--- src/rtl/rf_multiport_dump.sv ---
// rf_multiport_dump
//   Parametrised register file for the decode stage: NUM_RD registered read
//   ports, one write port, optional hardwired-zero R0, optional write-to-read
//   bypass, and a dump engine that streams every register out over a
//   valid/ready port when the core's halt level rises.
//
// Ports
//   clk, rst_n            clock, asynchronous active-low reset
//   rd_en   [NUM_RD]      per-port read enable (rd_data holds when low)
//   rd_addr [NUM_RD*AW]   packed read addresses, port k at [k*ADDR_W +: ADDR_W]
//   rd_data [NUM_RD*DW]   packed registered read data, same packing
//   wr_en, wr_addr, wr_data   single write port
//   hlt                   halt level; a rising edge starts a dump
//   dump_valid/dump_ready handshake for the dump stream
//   dump_idx, dump_data   index and contents of the current dump word
//   dump_done             one-cycle pulse after the last word is accepted
//   busy                  high while the dump engine is not idle
module rf_multiport_dump #(
  parameter int unsigned DATA_W  = 16,
  parameter int unsigned ADDR_W  = 4,
  parameter int unsigned NUM_RD  = 2,
  parameter int unsigned ZERO_R0 = 1,
  parameter int unsigned BYPASS  = 1
) (
  input  logic                     clk,
  input  logic                     rst_n,
  input  logic [NUM_RD-1:0]        rd_en,
  input  logic [NUM_RD*ADDR_W-1:0] rd_addr,
  output logic [NUM_RD*DATA_W-1:0] rd_data,
  input  logic                     wr_en,
  input  logic [ADDR_W-1:0]        wr_addr,
  input  logic [DATA_W-1:0]        wr_data,
  input  logic                     hlt,
  output logic                     dump_valid,
  input  logic                     dump_ready,
  output logic [ADDR_W-1:0]        dump_idx,
  output logic [DATA_W-1:0]        dump_data,
  output logic                     dump_done,
  output logic                     busy
);

  localparam int unsigned DEPTH = 1 << ADDR_W;

  typedef enum logic [1:0] {
    IDLE = 2'd0,
    DUMP = 2'd1,
    DONE = 2'd2
  } state_t;

  logic [DATA_W-1:0] mem [DEPTH];
  logic              wr_ok;

  // With a hardwired R0, writes to address 0 are simply discarded.
  assign wr_ok = wr_en && !((ZERO_R0 != 0) && (wr_addr == '0));

  always_ff @(posedge clk or negedge rst_n) begin
    if (!rst_n) begin
      for (int unsigned i = 0; i < DEPTH; i++) begin
        mem[i] <= '0;
      end
    end else if (wr_ok) begin
      mem[wr_addr] <= wr_data;
    end
  end

  // Read ports: each port is an independent registered lookup.
  for (genvar k = 0; k < NUM_RD; k++) begin : g_rd
    logic [ADDR_W-1:0] ra;
    logic [DATA_W-1:0] val;
    logic [DATA_W-1:0] q;

    assign ra = rd_addr[k*ADDR_W +: ADDR_W];

    // Zero register wins over bypass so R0 always reads 0 when hardwired.
    always_comb begin
      if ((ZERO_R0 != 0) && (ra == '0)) begin
        val = '0;
      end else if ((BYPASS != 0) && wr_en && (wr_addr == ra)) begin
        val = wr_data;
      end else begin
        val = mem[ra];
      end
    end

    always_ff @(posedge clk or negedge rst_n) begin
      if (!rst_n) begin
        q <= '0;
      end else if (rd_en[k]) begin
        q <= val;
      end
    end

    assign rd_data[k*DATA_W +: DATA_W] = q;
  end

  // Dump engine.
  state_t state;
  logic   hlt_q;
  logic   rise;

  assign rise = hlt & ~hlt_q;

  always_ff @(posedge clk or negedge rst_n) begin
    if (!rst_n) begin
      state      <= IDLE;
      hlt_q      <= 1'b0;
      dump_idx   <= '0;
      dump_valid <= 1'b0;
      dump_done  <= 1'b0;
      busy       <= 1'b0;
    end else begin
      hlt_q <= hlt;
      case (state)
        IDLE: begin
          dump_done <= 1'b0;
          if (rise) begin
            state      <= DUMP;
            dump_idx   <= '0;
            dump_valid <= 1'b1;
            busy       <= 1'b1;
          end
        end
        DUMP: begin
          if (dump_ready) begin
            // Last index leaves dump_idx parked at DEPTH-1; DONE resets it.
            if (dump_idx == '1) begin
              state      <= DONE;
              dump_valid <= 1'b0;
              dump_done  <= 1'b1;
            end else begin
              dump_idx <= dump_idx + 1'b1;
            end
          end
        end
        DONE: begin
          state     <= IDLE;
          dump_done <= 1'b0;
          busy      <= 1'b0;
          dump_idx  <= '0;
        end
        default: begin
          state      <= IDLE;
          dump_idx   <= '0;
          dump_valid <= 1'b0;
          dump_done  <= 1'b0;
          busy       <= 1'b0;
        end
      endcase
    end
  end

  // Unregistered view of the array: the word handed over is the content
  // before any write landing on the same edge.
  always_comb begin
    if ((ZERO_R0 != 0) && (dump_idx == '0)) begin
      dump_data = '0;
    end else begin
      dump_data = mem[dump_idx];
    end
  end

endmodule

--- config.mk ---
export PLATFORM = sky130hd
export DESIGN_NAME = rf_multiport_dump
export DESIGN_NICKNAME = d
export VERILOG_FILES = /design/src/rtl/rf_multiport_dump.sv
export SDC_FILE = /design/constraint.sdc
export NUM_CORES = 1
export LEC_CHECK = 0
export BUFFER_PORTS_ARGS = -buffer_cell sky130_fd_sc_hd__buf_2
export CAP_MARGIN = 20
export CELL_PAD_IN_SITES_DETAIL_PLACEMENT = 1
export CELL_PAD_IN_SITES_GLOBAL_PLACEMENT = 1
export CORE_MARGIN = 8
export CORE_UTILIZATION = 56
export CTS_CLUSTER_DIAMETER = 50
export DETAILED_ROUTE_END_ITERATION = 8
export PLACE_DENSITY_LB_ADDON = 0.1
export SYNTH_ARGS = -nofsm -noshare
export SYNTH_HDL_FRONTEND = slang
export SYNTH_SLANG_ARGS = --single-unit
--- constraint.sdc ---
create_clock -name clk -period 4.2 [get_ports clk]
set_input_delay 0.84 -clock clk [delete_from_list [all_inputs] [get_ports clk]]
set_output_delay 0.84 -clock clk [all_outputs]
set_load 0.05 [all_outputs]
Word-level counts from Yosys, hierarchy flattened
Index checks and enable logic that the tools add are counted.

operators by class
  add/subtract/negate cells = 1
  order comparisons = 5
  equal/unequal tests = 9
  multiplexer cells = 33
  bitwise operators = 8
  reduce and logical (&&, ||, !) cells = 15

operators with widths
  operator                                                    count
  bitwise mux 256 bit                                         1
  binary-select mux 16 bit (select 4 bit)                     3
  2-to-1 mux 16 bit                                           12
  demux 16 bit (select 4 bit)                                 1
  greater-or-equal comparator 5 bit, second input constant    4
  NOT 4 -> 5 bit                                              4
  logical NOT 4 bit                                           4
  2-to-1 mux 4 bit                                            3
  equality test 4 bit                                         2
  inequality test 2 bit, second input constant                4
  one-hot mux 4 bit (2 select lines)                          1
  2-to-1 mux 1 bit                                            6
  2-to-1 mux 2 bit                                            3
  AND reduction 3 bit                                         2
  less-than comparator 5 x 1 -> 1 bit, second input constant  1
  adder 4 x 1 -> 4 bit, second input constant                 1
  equality test 4 bit, second input constant                  1
  logical AND 1 bit                                           4
  one-hot mux 2 bit (2 select lines)                          1
  AND reduction 2 bit                                         2
  AND reduction 4 bit                                         1
  NOT 1 bit                                                   3
  one-hot mux 1 bit (3 select lines)                          1
  equality test 2 x 1 -> 1 bit, second input constant         1
  other kinds (5)                                             5

storage, ports and cells
  bits in registers = 298
  input port bits = 35
  output and inout port bits = 55

Logic depth before layout (Yosys ltp)
  depth in word-level cells = 6
  gate-level depth with buffers = 8
  mapped depth without buffers = 5

Least setup slack after synthesis
Ideal clock, no wire load.

  path type = reg2out
  start point = reg dump_idx[1]
  end point = out dump_data[0]
  arrival = 3.097 ns
  data required time = 3.360 ns
  path slack = 0.263 ns
  stages on the path, launching flop included = 9
  buffers on the path = 3
  path through = dfrtp_1 clkbuf_1 clkbuf_1 inv_1 ha_1 nor2_1 clkbuf_1 a221oi_1 a21oi_1

on the way
  word-level cells in the longest chain between the ends = 5
  elaborated cells between the ends (all ways) = 6
  those cells by class = 4 x mux; 1 x bitwise; 1 x reduce/logical

RTL lines
  item                                                   line  text
  from (decl)                                            36    output logic [ADDR_W-1:0] dump_idx,
  from (signal assigned)                                 131   dump_idx <= dump_idx + 1'b1;
  NOT 4 -> 5 bit (implied by the code)                   158   dump_data = mem[dump_idx];
  binary-select mux 16 bit (select 4 bit)                158
  2-to-1 mux 16 bit (implied by the code) (2 in series)  158
  2-to-1 mux 16 bit (*)                                  155   if ((ZERO_R0 != 0) && (dump_idx == '0)) begin
  to (decl)                                              37    output logic [DATA_W-1:0] dump_data,

Mark *: on every way between the ends. The rest lies on a longest branch, timed or not. The select of a mux whose other input is x is not followed.

Worst setup path after layout
  start point = reg dump_idx[0]
  end point = out dump_data[1]

Same word-level chain as after synthesis.

==> summary.md <==
| Metric | Value |
|---|---|
| CP arrival | `2.98 ns` |
| P per Cell Area | `around 640 nW/µm²` |
| Fmax achieved | `about 260 MHz` |
| Number of synthesized flops with an enable pin | `0` |
| WP buf/inv | `2` |
| Global-route wire length before repair | `91100 µm` |
| Final worst path period share | `0.909` |
| Worst-Margin Slew | `a little over 0.9 ns` |
| Cts bufs inserted | `40` |
| Detailed Route WL | `approximately 60000 µm` |
| Share of layout cells above drive strength 1 | `0.476` |
| Commonest non-fill, non-tap cell in the layout | `dfrtp_1` |
| Final setup vio count | `0` |
| Register-to-Register Path Depth | `6` |
| Worst rel slew slack | `0.385` |
| R2R Setup Slk | `roughly 1.9 ns` |
| Initial antenna violation count | `1` |
| Register bit count reported by yosys | `a little under 300` |
| Syn Nets | `~1300` |
| Post-synthesis cell count | `between 1000 and 1500` |
| HPWL Detailed | `37400 µm` |
| Tmin final | `around 3.8 ns` |
| Inserted Diodes | `0` |
| Fillers | `between 2000 and 3000` |
| Synth unique cells | `50` |
| Die Area | `between 30000 and 40000 µm²` |
| Setup TNS | `0 ns` |
| Dpl cells | `between 1500 and 2000` |
| Post-Syn Area | `approximately 18000 µm²` |
| Postcts setup bufs | `0` |
| Clock Skews | `~0.018 ns` |
| CTS tree | `built` |
| Commonest cells after routing, fill and taps aside | `dfrtp_1, mux2_2, mux4_2, mux2i_1, buf_2` |
| Antenna viol nets, final | `0` |
| Clk root buf | `clkbuf_16` |
| Worst path slowest cell | `dfrtp_4` |
| Async SR Flop Fraction | `1.00` |
| Post-DR vias/cell | `7.29` |
| Main synth FF type | `dfrtp_1` |
| Gr usage total | `0.331` |
| Final hold violations | `0` |
| Peak supply drop | `just under 0.5 mV` |
| Clock Path Buffers | `3` |
| Total I/O pin count | `90` |
| Area of the multi-input gates | `slightly above 9000 µm²` |
| Syn avg cell area | `approximately 14 µm²` |
| Crit end category | `output pin` |
| RSZ-0062 raised after global routing | `no` |
| Num Clock Sinks | `~300` |
| Vias in the first global route | `14000` |
| Clk slew on worst S/H paths | `about 0.060 ns` |
| DIE HEIGHT | `slightly below 200 µm` |
| Register area | `approximately 7500 µm²` |
| CP delay by family, top | `flip-flops` |
| Cell Chain, Critical Path | `buf_4 > mux4_2 > a221oi_1 > a21oi_1 > buf_2` |
| Post-CTS Resized | `0` |
| Largest net degree at the start of global routing | `107` |
| Htree depth | `2` |
| Critical path type | `flop to output pin` |
| Synthesis-to-layout area growth | `12.3%` |
| IO Port Bufs | `between 80 and 90` |
| Post-route DRC | `0` |
| Via Count | `about 13000` |
| Critical path fanouts, max | `20` |
| Total power draw | `roughly 13 mW` |
| Fin cells | `~1700` |
| Grt total ovfl | `0` |
| Synth warn | `0` |
| Hold Crit Class | `input port to async pin` |
| Clk_lat worst skew | `~0.54 ns` |
| FF-to-FF End | `dump_idx[3]$_DFFE_PN0P_` |
| Max-Cap Viols | `0` |
| Leak | `8.30 nW` |
| Crit path largest cell delay | `between 0.7 and 0.8 ns` |
| Initial DRC Count | `approximately 1100` |
| Required time of the critical path | `about 3.4 ns` |
| Pre-antenna DRT Iters | `5` |
| Wire per inst | `about 34 µm` |
| Die X | `193 µm` |
| Outcome | `completed` |
| Seq/Total Area, Yosys | `0.426` |
| RR Startpoint | `dump_idx[0]$_DFFE_PN0P_` |
| Layout Nets | `about 1400` |
| Slew Viols, Final | `0` |
| Core Region | `about 31000 µm²` |
| CP startpoint kind | `flop` |
| Cell Rows | `64` |
| Initial core utilization | `0.571` |
| GP Congestion | `approximately 0.85` |
| Cts hold-fix bufs | `0` |
[final cells by class]
class | count | area share
Multi-Input combinational cell | 812 | 0.473
Sequential cell | 298 | 0.380
Clock buffer | 49 | 0.0557
Timing Repair Buffer | 143 | 0.0489
Tap cell | 396 | 0.0252
Clock inverter | 25 | 0.0138
Inverter | 19 | 0.00363
[cell families (layout without fill, tap and decap cells)]
kind of cell / Yosys count / in the layout / share of synthesized area
compound gates: 172 / 172 / 0.0769
xor+xnor: 10 / 10 / 0.00500
fa+ha+maj: 2 / 2 / 0.00143
buf+inv: 157 / 236 / 0.0453
flops: 298 / 298 / 0.426
mux: 499 / 499 / 0.408
simple gates: 129 / 129 / 0.0375
[power by group]
part | switching, mW | total (mW) | leakage [nW] | internal (mW)
clock | 1.40 | 3.53 | 0.668 | 2.13
sequential | 0.814 | 4.33 | 3.69 | 3.52
combinational | 2.58 | 4.69 | 3.94 | 2.11
[worst max path at each step]
stage                                 start                   endpoint  slack [ns]  depth (start not counted)
floorplan           dump_idx[1]$_DFFE_PN0P_               dump_data[0]        0.26                          8
global placement                 rd_addr[2]   g_rd[0].q[1]$_DFFE_PN0P_        0.97                          6
detailed placement               rd_addr[2]  g_rd[0].q[15]$_DFFE_PN0P_        0.91                          6
CTS                 dump_idx[0]$_DFFE_PN0P_               dump_data[1]        0.34                          5
global route        dump_idx[0]$_DFFE_PN0P_              dump_data[14]        0.22                          5
finish              dump_idx[0]$_DFFE_PN0P_               dump_data[1]        0.38                          5
[Yosys cell counts, types with 5 or more instances]
cell,count,share of area
a22oi_1,14,0.0060
o22ai_1,38,0.014
nor3_1,6,0.0017
a21oi_1,29,0.0083
a211oi_1,27,0.012
and3_1,16,0.0057
nor2b_1,14,0.0050
buf_4,15,0.0064
a221oi_1,18,0.0090
dfrtp_1,298,0.43
nand2b_1,5,0.0018
clkbuf_1,66,0.014
nor2_1,35,0.0075
mux2i_1,100,0.057
o32ai_1,6,0.0030
nand3_1,6,0.0017
buf_6,8,0.0051
xor2_1,8,0.0040
buf_2,44,0.013
mux4_2,141,0.18
nand2_1,26,0.0056
o32ai_2,10,0.0093
inv_1,18,0.0039
a221o_1,17,0.0097
mux2_2,254,0.16
[flip-flops by register name, summed over array words and instances, names as in the netlist]
name,flops
mem,256
state,2
dump_valid,1
dump_idx,4
g_rd.q,32
hlt_q,1
busy,1
dump_done,1
[metal layers]
| metal | vias to the layer above | track usage | wire, µm |
|---|---|---|---|
| met5 | - | 0 | 0 |
| met3 | 203 | 0.0743 | 5350 |
| met1 | 6743 | 0.423 | 22800 |
| li1 | 5056 | - | - |
| met2 | 691 | 0.530 | 29100 |
| met4 | 0 | 0.160 | 2890 |
[metrics by stage]
step	setup WS [ns]	area (µm²)	hold WS, ns	utilization
2_1_floorplan	0.263	17500	0.459	-
3_3_place_gp	0.974	18300	0.406	0.596
3_5_place_dp	0.914	18300	0.409	0.596
4_1_cts	0.336	19600	0.407	0.640
5_1_grt	0.225	19700	0.418	0.641
6_report	0.382	19700	0.384	0.641
[worst register-to-register path: cells and delay by family, from the launching register on]
| kind | cells | cell delay (ns) |
|---|---|---|
| compound gates | 1 | 0.45 |
| xor+xnor | 1 | 0.17 |
| simple gates | 2 | 0.32 |
| fa+ha+maj | 1 | 0.29 |
| buf+inv | 1 | 0.35 |
| flops | 1 | 0.66 |
(Power assumes the default switching activity.)
